===== src/rtl/word_inv_aes.sv =====
// word_inv_aes: one AES inverse-cipher round on a 4-word state, streamed a column at a time.
module word_inv_aes (
  input  logic         clk,
  input  logic         rst,
  input  logic [31:0]  in_word,
  input  logic         in_valid,
  output logic         in_ready,
  input  logic [127:0] round_key,
  input  logic         last_round,
  output logic [31:0]  out_word,
  output logic         out_valid,
  input  logic         out_ready
);
  typedef enum logic {LOAD, EMIT} state_t;
  localparam logic [2047:0] ISBOX = {
    128'h52096ad53036a538bf40a39e81f3d7fb, 128'h7ce339829b2fff87348e4344c4dee9cb,
    128'h547b9432a6c2233dee4c950b42fac34e, 128'h082ea16628d924b2765ba2496d8bd125,
    128'h72f8f66486689816d4a45ccc5d65b692, 128'h6c704850fdedb9da5e154657a78d9d84,
    128'h90d8ab008cbcd30af7e45805b8b34506, 128'hd02c1e8fca3f0f02c1afbd0301138a6b,
    128'h3a9111414f67dcea97f2cfcef0b4e673, 128'h96ac7422e7ad3585e2f937e81c75df6e,
    128'h47f11a711d29c5896fb7620eaa18be1b, 128'hfc563e4bc6d279209adbc0fe78cd5af4,
    128'h1fdda8338807c731b11210592780ec5f, 128'h60517fa919b54a0d2de57a9f93c99cef,
    128'ha0e03b4dae2af5b0c8ebbb3c83539961, 128'h172b047eba77d626e169146355210c7d};
  state_t        r_state, w_state_nxt;
  logic [1:0]    r_cnt;
  logic [31:0]   r_buf [4];
  logic [127:0]  r_key;
  logic          r_last;
  logic [31:0]   r_out;
  logic          w_acc, w_emit;
  logic [1:0]    w_col;
  logic [31:0]   w_src [4];
  logic [7:0]    w_s [4];
  logic [31:0]   w_res;

  function automatic logic [7:0] isb(input logic [7:0] x);
    return ISBOX[{~x, 3'b111} -: 8];
  endfunction
  function automatic logic [7:0] xt(input logic [7:0] b);
    return {b[6:0], 1'b0} ^ (b[7] ? 8'h1b : 8'h00);
  endfunction
  // k selects which of b, 2b, 4b, 8b are summed (e.g. 4'he = 8b^4b^2b)
  function automatic logic [7:0] gm(input logic [7:0] b, input logic [3:0] k);
    logic [7:0] b2, b4, b8;
    b2 = xt(b);
    b4 = xt(b2);
    b8 = xt(b4);
    return (k[3] ? b8 : 8'h00) ^ (k[2] ? b4 : 8'h00) ^ (k[1] ? b2 : 8'h00) ^ (k[0] ? b : 8'h00);
  endfunction

  assign w_acc     = (r_state == LOAD) && in_valid;
  assign w_emit    = (r_state == EMIT) && out_ready;
  assign in_ready  = (r_state == LOAD);
  assign out_valid = (r_state == EMIT);
  assign out_word  = r_out;

  // The column being registered is 0 on the final accept, otherwise the next one to emit
  always_comb begin
    w_col = (r_state == LOAD) ? 2'd0 : r_cnt + 2'd1;
    w_src = r_buf;
    if (w_acc) w_src[r_cnt] = in_word;
    for (int r = 0; r < 4; r++)
      w_s[r] = isb(w_src[w_col - 2'(r)][31-8*r -: 8]) ^ r_key[127-32*w_col-8*r -: 8];
    w_res = r_last ? {w_s[0], w_s[1], w_s[2], w_s[3]} :
      {gm(w_s[0], 4'he) ^ gm(w_s[1], 4'hb) ^ gm(w_s[2], 4'hd) ^ gm(w_s[3], 4'h9),
       gm(w_s[0], 4'h9) ^ gm(w_s[1], 4'he) ^ gm(w_s[2], 4'hb) ^ gm(w_s[3], 4'hd),
       gm(w_s[0], 4'hd) ^ gm(w_s[1], 4'h9) ^ gm(w_s[2], 4'he) ^ gm(w_s[3], 4'hb),
       gm(w_s[0], 4'hb) ^ gm(w_s[1], 4'hd) ^ gm(w_s[2], 4'h9) ^ gm(w_s[3], 4'he)};
  end

  always_comb begin
    w_state_nxt = r_state;
    if (w_acc && r_cnt == 2'd3) w_state_nxt = EMIT;
    else if (w_emit && r_cnt == 2'd3) w_state_nxt = LOAD;
  end

  always_ff @(posedge clk or posedge rst)
    if (rst) r_state <= LOAD;
    else r_state <= w_state_nxt;

  always_ff @(posedge clk or posedge rst) begin
    if (rst) begin
      r_cnt  <= 2'd0;
      r_buf  <= '{default: 32'h0};
      r_key  <= 128'h0;
      r_last <= 1'b0;
      r_out  <= 32'h0;
    end else if (w_acc) begin
      r_buf[r_cnt] <= in_word;
      r_cnt        <= r_cnt + 2'd1;
      if (r_cnt == 2'd0) begin
        r_key  <= round_key;
        r_last <= last_round;
      end
      if (r_cnt == 2'd3) r_out <= w_res;
    end else if (w_emit) begin
      r_cnt <= r_cnt + 2'd1;
      if (r_cnt != 2'd3) r_out <= w_res;
    end
  end
endmodule


===== config.mk =====
export PLATFORM = sky130hd
export DESIGN_NAME = word_inv_aes
export DESIGN_NICKNAME = d
export VERILOG_FILES = /design/src/rtl/word_inv_aes.sv
export SDC_FILE = /design/constraint.sdc
export NUM_CORES = 2
export LEC_CHECK = 0
export CAP_MARGIN = 15
export CORE_MARGIN = 2
export CORE_UTILIZATION = 46
export CTS_BUF_LIST = sky130_fd_sc_hd__clkbuf_4
export DETAILED_ROUTE_END_ITERATION = 7
export GPL_TIMING_DRIVEN = 0
export PLACE_DENSITY = 0.67
export SLEW_MARGIN = 20
export SYNTH_ARGS = -nofsm -noshare
export SYNTH_HDL_FRONTEND = slang
export SYNTH_SLANG_ARGS = --single-unit

===== constraint.sdc =====
create_clock -name clk -period 8.86 [get_ports clk]
set_input_delay 0.886 -clock clk [delete_from_list [all_inputs] [get_ports clk]]
set_output_delay 0.886 -clock clk [all_outputs]
set_load 0.02 [all_outputs]

After elaboration in Yosys (flattened, before gate mapping)
Cells that the tools add are included.
Operators by class
  mux-type cells: 38
  shifts and indexed selects: 8
  magnitude comparators: 6
  eq/ne operators: 3
  add/sub/neg operators: 8
  bitwise gates (word level): 62
  reduce and logical (&&, ||, !) cells: 11
Operators by type and width (count)
  2055-bit by 12-bit indexed part select with 8-bit output (first input constant): 4
  135-bit by 33-bit indexed part select with 8-bit output: 4
  8-bit XOR: 43
  32-bit binary-select mux with 2-bit select: 4
  32-bit two-way mux: 8
  128-bit bitwise mux: 1
  128-bit two-way mux: 1
  8-bit by 5-bit XOR with 8-bit output: 9
  32-bit demux with 2-bit select: 1
  5-bit two-way mux: 12
  24-bit two-way mux: 2
  16-bit two-way mux: 2
  8-bit inverter: 4
  32-bit by 4-bit subtractor with 32-bit output (second input constant): 1
  32-bit by 5-bit subtractor with 32-bit output (second input constant): 1
  8-bit two-way mux: 2
  3-bit >= comparator (second input constant): 5
  2-bit inverter with 3-bit output: 5
  8-bit by 6-bit subtractor with 9-bit output (second input constant): 1
  7-bit by 7-bit subtractor with 8-bit output (first input constant): 1
  2-bit two-way mux: 3
  2-bit nonzero test: 3
  1-bit logical AND: 5
  2-bit subtractor (second input constant): 2
  11 further kinds: 12
Word-level totals
  register bits: 292
  input port bits: 165

Depth between registers and ports, before layout
  depth in word-level cells: 28
  gate-level depth with buffers: 28
  depth with buffers taken out: 23

Worst setup path after synthesis
No wires, ideal clock.
  kind: reg2reg
  from: reg r_cnt[0]
  to: reg r_out[3], in the netlist out_word[3]
  clock period less this slack: 6.070 ns
  path buffers: 4
  setup slack: 2.790 ns
  data arrival time: 5.949 ns
  data required time: 8.739 ns
  stages on the path, launching flop included: 24
  cells stage by stage: dfrtp_1 -> buf_4 -> inv_1 -> ha_1 -> nand2b_2 -> buf_4 -> nand2_2 -> buf_2 -> a21boi_2 -> ha_1 -> clkbuf_1 -> nor2_1 -> nor3_1 -> o21ai_0 -> a31oi_1 -> a31oi_1 -> a221oi_1 -> xnor2_2 -> xor2_1 -> xor3_1 -> xor2_1 -> xnor2_1 -> nor2_1 -> o22a_1
Between the ends
  cells in the longest elaborated chain, start to end: 26
  elaborated cells on any way between the ends: 91
Ends and longest elaborated chain
  start: declaration: line 25  | logic [1:0] r_cnt;
  start signal: assignment: line 90  | r_cnt <= r_cnt + 2'd1;
  start signal: assignment: line 97  | r_cnt <= r_cnt + 2'd1;
  parallel branches: the longest is 26 deep, another holds 32-bit by 4-bit subtractor with 32-bit output
  end signal: assignment: line 95  | if (r_cnt == 2'd3) r_out <= w_res;
  end signal: assignment: line 98  | if (r_cnt != 2'd3) r_out <= w_res;
  end: declaration: line 29  | logic [31:0] r_out;
Several ways; the timed one is not identified. The select of a mux whose other input is x is not followed.
A chain may end at the register's enable or synchronous reset.

Worst setup path after layout
  from: reg r_cnt[0]
  to: reg r_out[11], in the netlist out_word[11]
Between the ends
  cells in the longest elaborated chain, start to end: 26
  elaborated cells on any way between the ends: 91
Ends and longest elaborated chain
  parallel branches: the longest is 26 deep, another holds 32-bit by 4-bit subtractor with 32-bit output
Several ways; the timed one is not identified. The select of a mux whose other input is x is not followed.

==> summary.txt <==
Outcome
  • Outcome: finished, violations left
  • Failing checks: design-rule violations, negative setup slack

STA
  • Final hold slack: between 400 and 500 ps
  • Fmax: approximately 110 MHz
  • Final setup skew: between 70 and 80 ps
  • Finish-stage setup viols: 7
  • Transition time of the tightest slew-check pin: around 1200 ps
  • Post-route setup slack: -270 ps
  • Slew Limit Fails: 0
  • Rel. slew slack: 16.9%
  • Final worst-path cycle share: 103%
  • Fin. Hold Viols: 0
  • Final Critical Period: 9130 ps

Hold path
  • Min-Delay Endpoint: r_buf[116]
  • Worst Hold Depth: 2
  • Worst Hold Launch: r_buf[116]
  • Hold WC Path Type: reg2reg

Synth
  • Post-synthesis mux area share: 3.46%
  • Synthesized area: 0.0308 mm^2
  • Share of the synthesized area in the top cell type: roughly a quarter
  • Yosys top cell by area: dfrtp_1
  • Syn_area_per_cell: 7.79 um^2
  • Register area share after synthesis: a little under a quarter
  • Register bit total from synthesis: 292
  • Simple-gate share of the synthesized area: 20.6%
  • Yosys warns: 0
  • Ys flop type: dfrtp_1
  • Compound-Gate Fraction of Synth Area: 32.5%
  • Top cells by area, synth: dfrtp_1 24%, nand2_1 10%, o21ai_0 3.5%
  • Post-synthesis cell type count: approximately 120
  • Fraction of the mapped netlist area in adder cells: 3.63%
  • Most common library cells after synthesis: 846 x nand2_1, 292 x dfrtp_1, 216 x o21ai_0
  • Syn nets: 4199
  • Area share of xor/xnor cells in the synthesized design: 8.64%
  • Main combinational cell family by area after synthesis: compound AO/OA/AOI/OAI gates
  • Mapped Cells: between 3000 and 4000
  • Post-synth EDFFs: 0
  • Async set or reset register ratio after synthesis: 100%
  • Most frequent cell after synthesis: nand2_1

Final layout
  • Final Non-Filler Cells: 5172
  • Share of post-route cells with drive strength above 1: about 14%
  • Post-route cell area: 0.0354 mm^2
  • Area Growth Syn to Fin: 15.0%
  • Nets@finish: 4497

Global route
  • Met1 GRT Util: 58.4%
  • Largest net degree at the start of global routing: 37
  • Global routing usage on met2: 73.4%
  • Antenna violations before repair: 15
  • Busiest layer in global routing: met2
  • Number of global-route vias before repair: 37705
  • GR met3 Demand/Resource: 22.9%
  • All-Layer GR Usage: approximately half
  • First-pass GRT wire length: 262000 um
  • Gr ovfl total: 0

Clocking
  • CTS H-tree lvls: 3
  • Clock-pin slew on the worst setup and hold paths: roughly 70 ps
  • CTS buffer count: 75
  • CTS tree: yes
  • Root Buffer: clkbuf_4
  • CTS Sinks: approximately 290
  • Worst-Skew Late Latency: 820 ps
  • Maximum root-to-sink buffer count: 3

Critical path
  • Reg2reg end: out_word[11]
  • Crit Path Class: reg2reg
  • Startpoint types: register
  • Worst-case reg-to-reg path depth: 24
  • Crit path arrival time: between 9000 and 10000 ps
  • Setup crit end kind: register
  • Critical register-to-register path startpoint: r_cnt[0]
  • Max FO, Critical Path: 15
  • WP data required: 9510 ps
  • R2R setup slack: -270 ps

Routing
  • Vias/cell: between 7 and 8
  • Post-route ant nets: 0
  • # DRC: 7
  • Detailed Route WL: 183000 um
  • Drt pass-1 iters: 8
  • WL/cell: 35.4 um
  • Via count: 39250
  • Initial DRC count: 7968

Placed design
  • Placement Setup Slack: -258 ps
  • Placed insts: between 5000 and 6000
  • Detailed Place HPWL: 132000 um
  • Placer's final routability congestion estimate: around 1.1
  • Placed Area: 0.0342 mm^2
  • Port buffer count: 198

Die
  • Total I/O pin count: slightly below 200
  • Initial Utilization: 46.6%
  • Core area: 0.0660 mm^2
  • DIE AREA: 0.0689 mm^2
  • Rows: 94
  • Die height: 263 um
  • Horiz. Die Dim: roughly 260 um

Flow run
  • Max-Cap Viols: 0
## layer usage
layer  vias up  part of all wire, %
met5         -                0.037
met4        10                   11
met3      1343                   16
met2      4340                   40
met1     18185                   33
li1      15372                    -
## through the flow
stage,util [%],setup TNS [ps]
final,53.6,-886
after global routing,53.6,-51.9
after CTS,53.2,0
after detailed placement,51.8,-547
after global placement,51.3,-21360
after floorplan,-,0
## worst max path at each step
stage | from | end
after CTS | r_cnt[0] | out_word[4]
after detailed placement | r_cnt[0] | out_word[3]
after global routing | r_cnt[0] | out_word[4]
after global placement | r_cnt[0] | out_word[3]
after floorplan | r_cnt[0] | out_word[3]
final | r_cnt[0] | out_word[11]
## cells in the final DEF, fill, tap and decap left out, drive strengths merged, types with 68 or more instances in the layout
cell / synthesis / routed
a211oi: 92 / 92
a21oi: 212 / 212
a221oi: 74 / 74
buf: 243 / 265
clkbuf: 141 / 252
clkdlybuf4s50: 0 / 198
dfrtp: 292 / 292
ha: 86 / 86
inv: 67 / 68
nand2: 849 / 849
nand3: 111 / 111
nor2: 205 / 205
nor3: 126 / 126
o211ai: 101 / 101
o21ai: 245 / 245
xnor2: 141 / 141
## cells by family after synthesis
| family | Yosys count |
|---|---|
| buf+inv | 452 |
| fa+ha+maj | 88 |
| mux | 97 |
| flops | 292 |
| simple gates | 1443 |
| xor+xnor | 224 |
| compound gates | 1350 |
## cell type report
class	instances	area, um^2
Antenna cell	12	30.0
Buffer	384	2050
Clock buffer	110	826
Clock inverter	19	97.6
Fill cell	6036	30600
Inverter	68	263
Multi-Input combinational cell	3202	21400
Sequential cell	292	7310
Tap cell	864	1080
Timing Repair Buffer	221	2300
## critical path: stages (launching register included)
cell and delay (ps):
dfrtp_1 460, buf_4 240, inv_1 200, ha_1 430, nand2b_2 390, buf_4 290, nand2_2 230, buf_2 520
a21oi_2 170, inv_2 420, ha_1 230, clkbuf_1 530, inv_1 500, a21oi_1 650, nor3b_1 240, nor4_1 420
a311oi_1 220, a32oi_2 610, xor2_2 560, xnor2_1 300, xnor3_1 410, xnor3_1 450, xnor2_1 210, nor2_1 60
o22a_1 190
## state kept, by name, indices dropped and copies added, names as in the netlist
signal	cells
r_key	128
out_word	32
out_valid	1
r_last	1
r_cnt	2
r_buf	128
## what timing repair did
action                                  4_1_cts  5_1_grt
endpoints found under the setup margin        4       30
resized for setup                             4       24
hold buffers                                  0        0
buffers inserted                              0        3
pin swaps                                     0        3
Power is not shown: default switching activity piles up to over one toggle a cycle in this logic, so the estimate is an artifact.
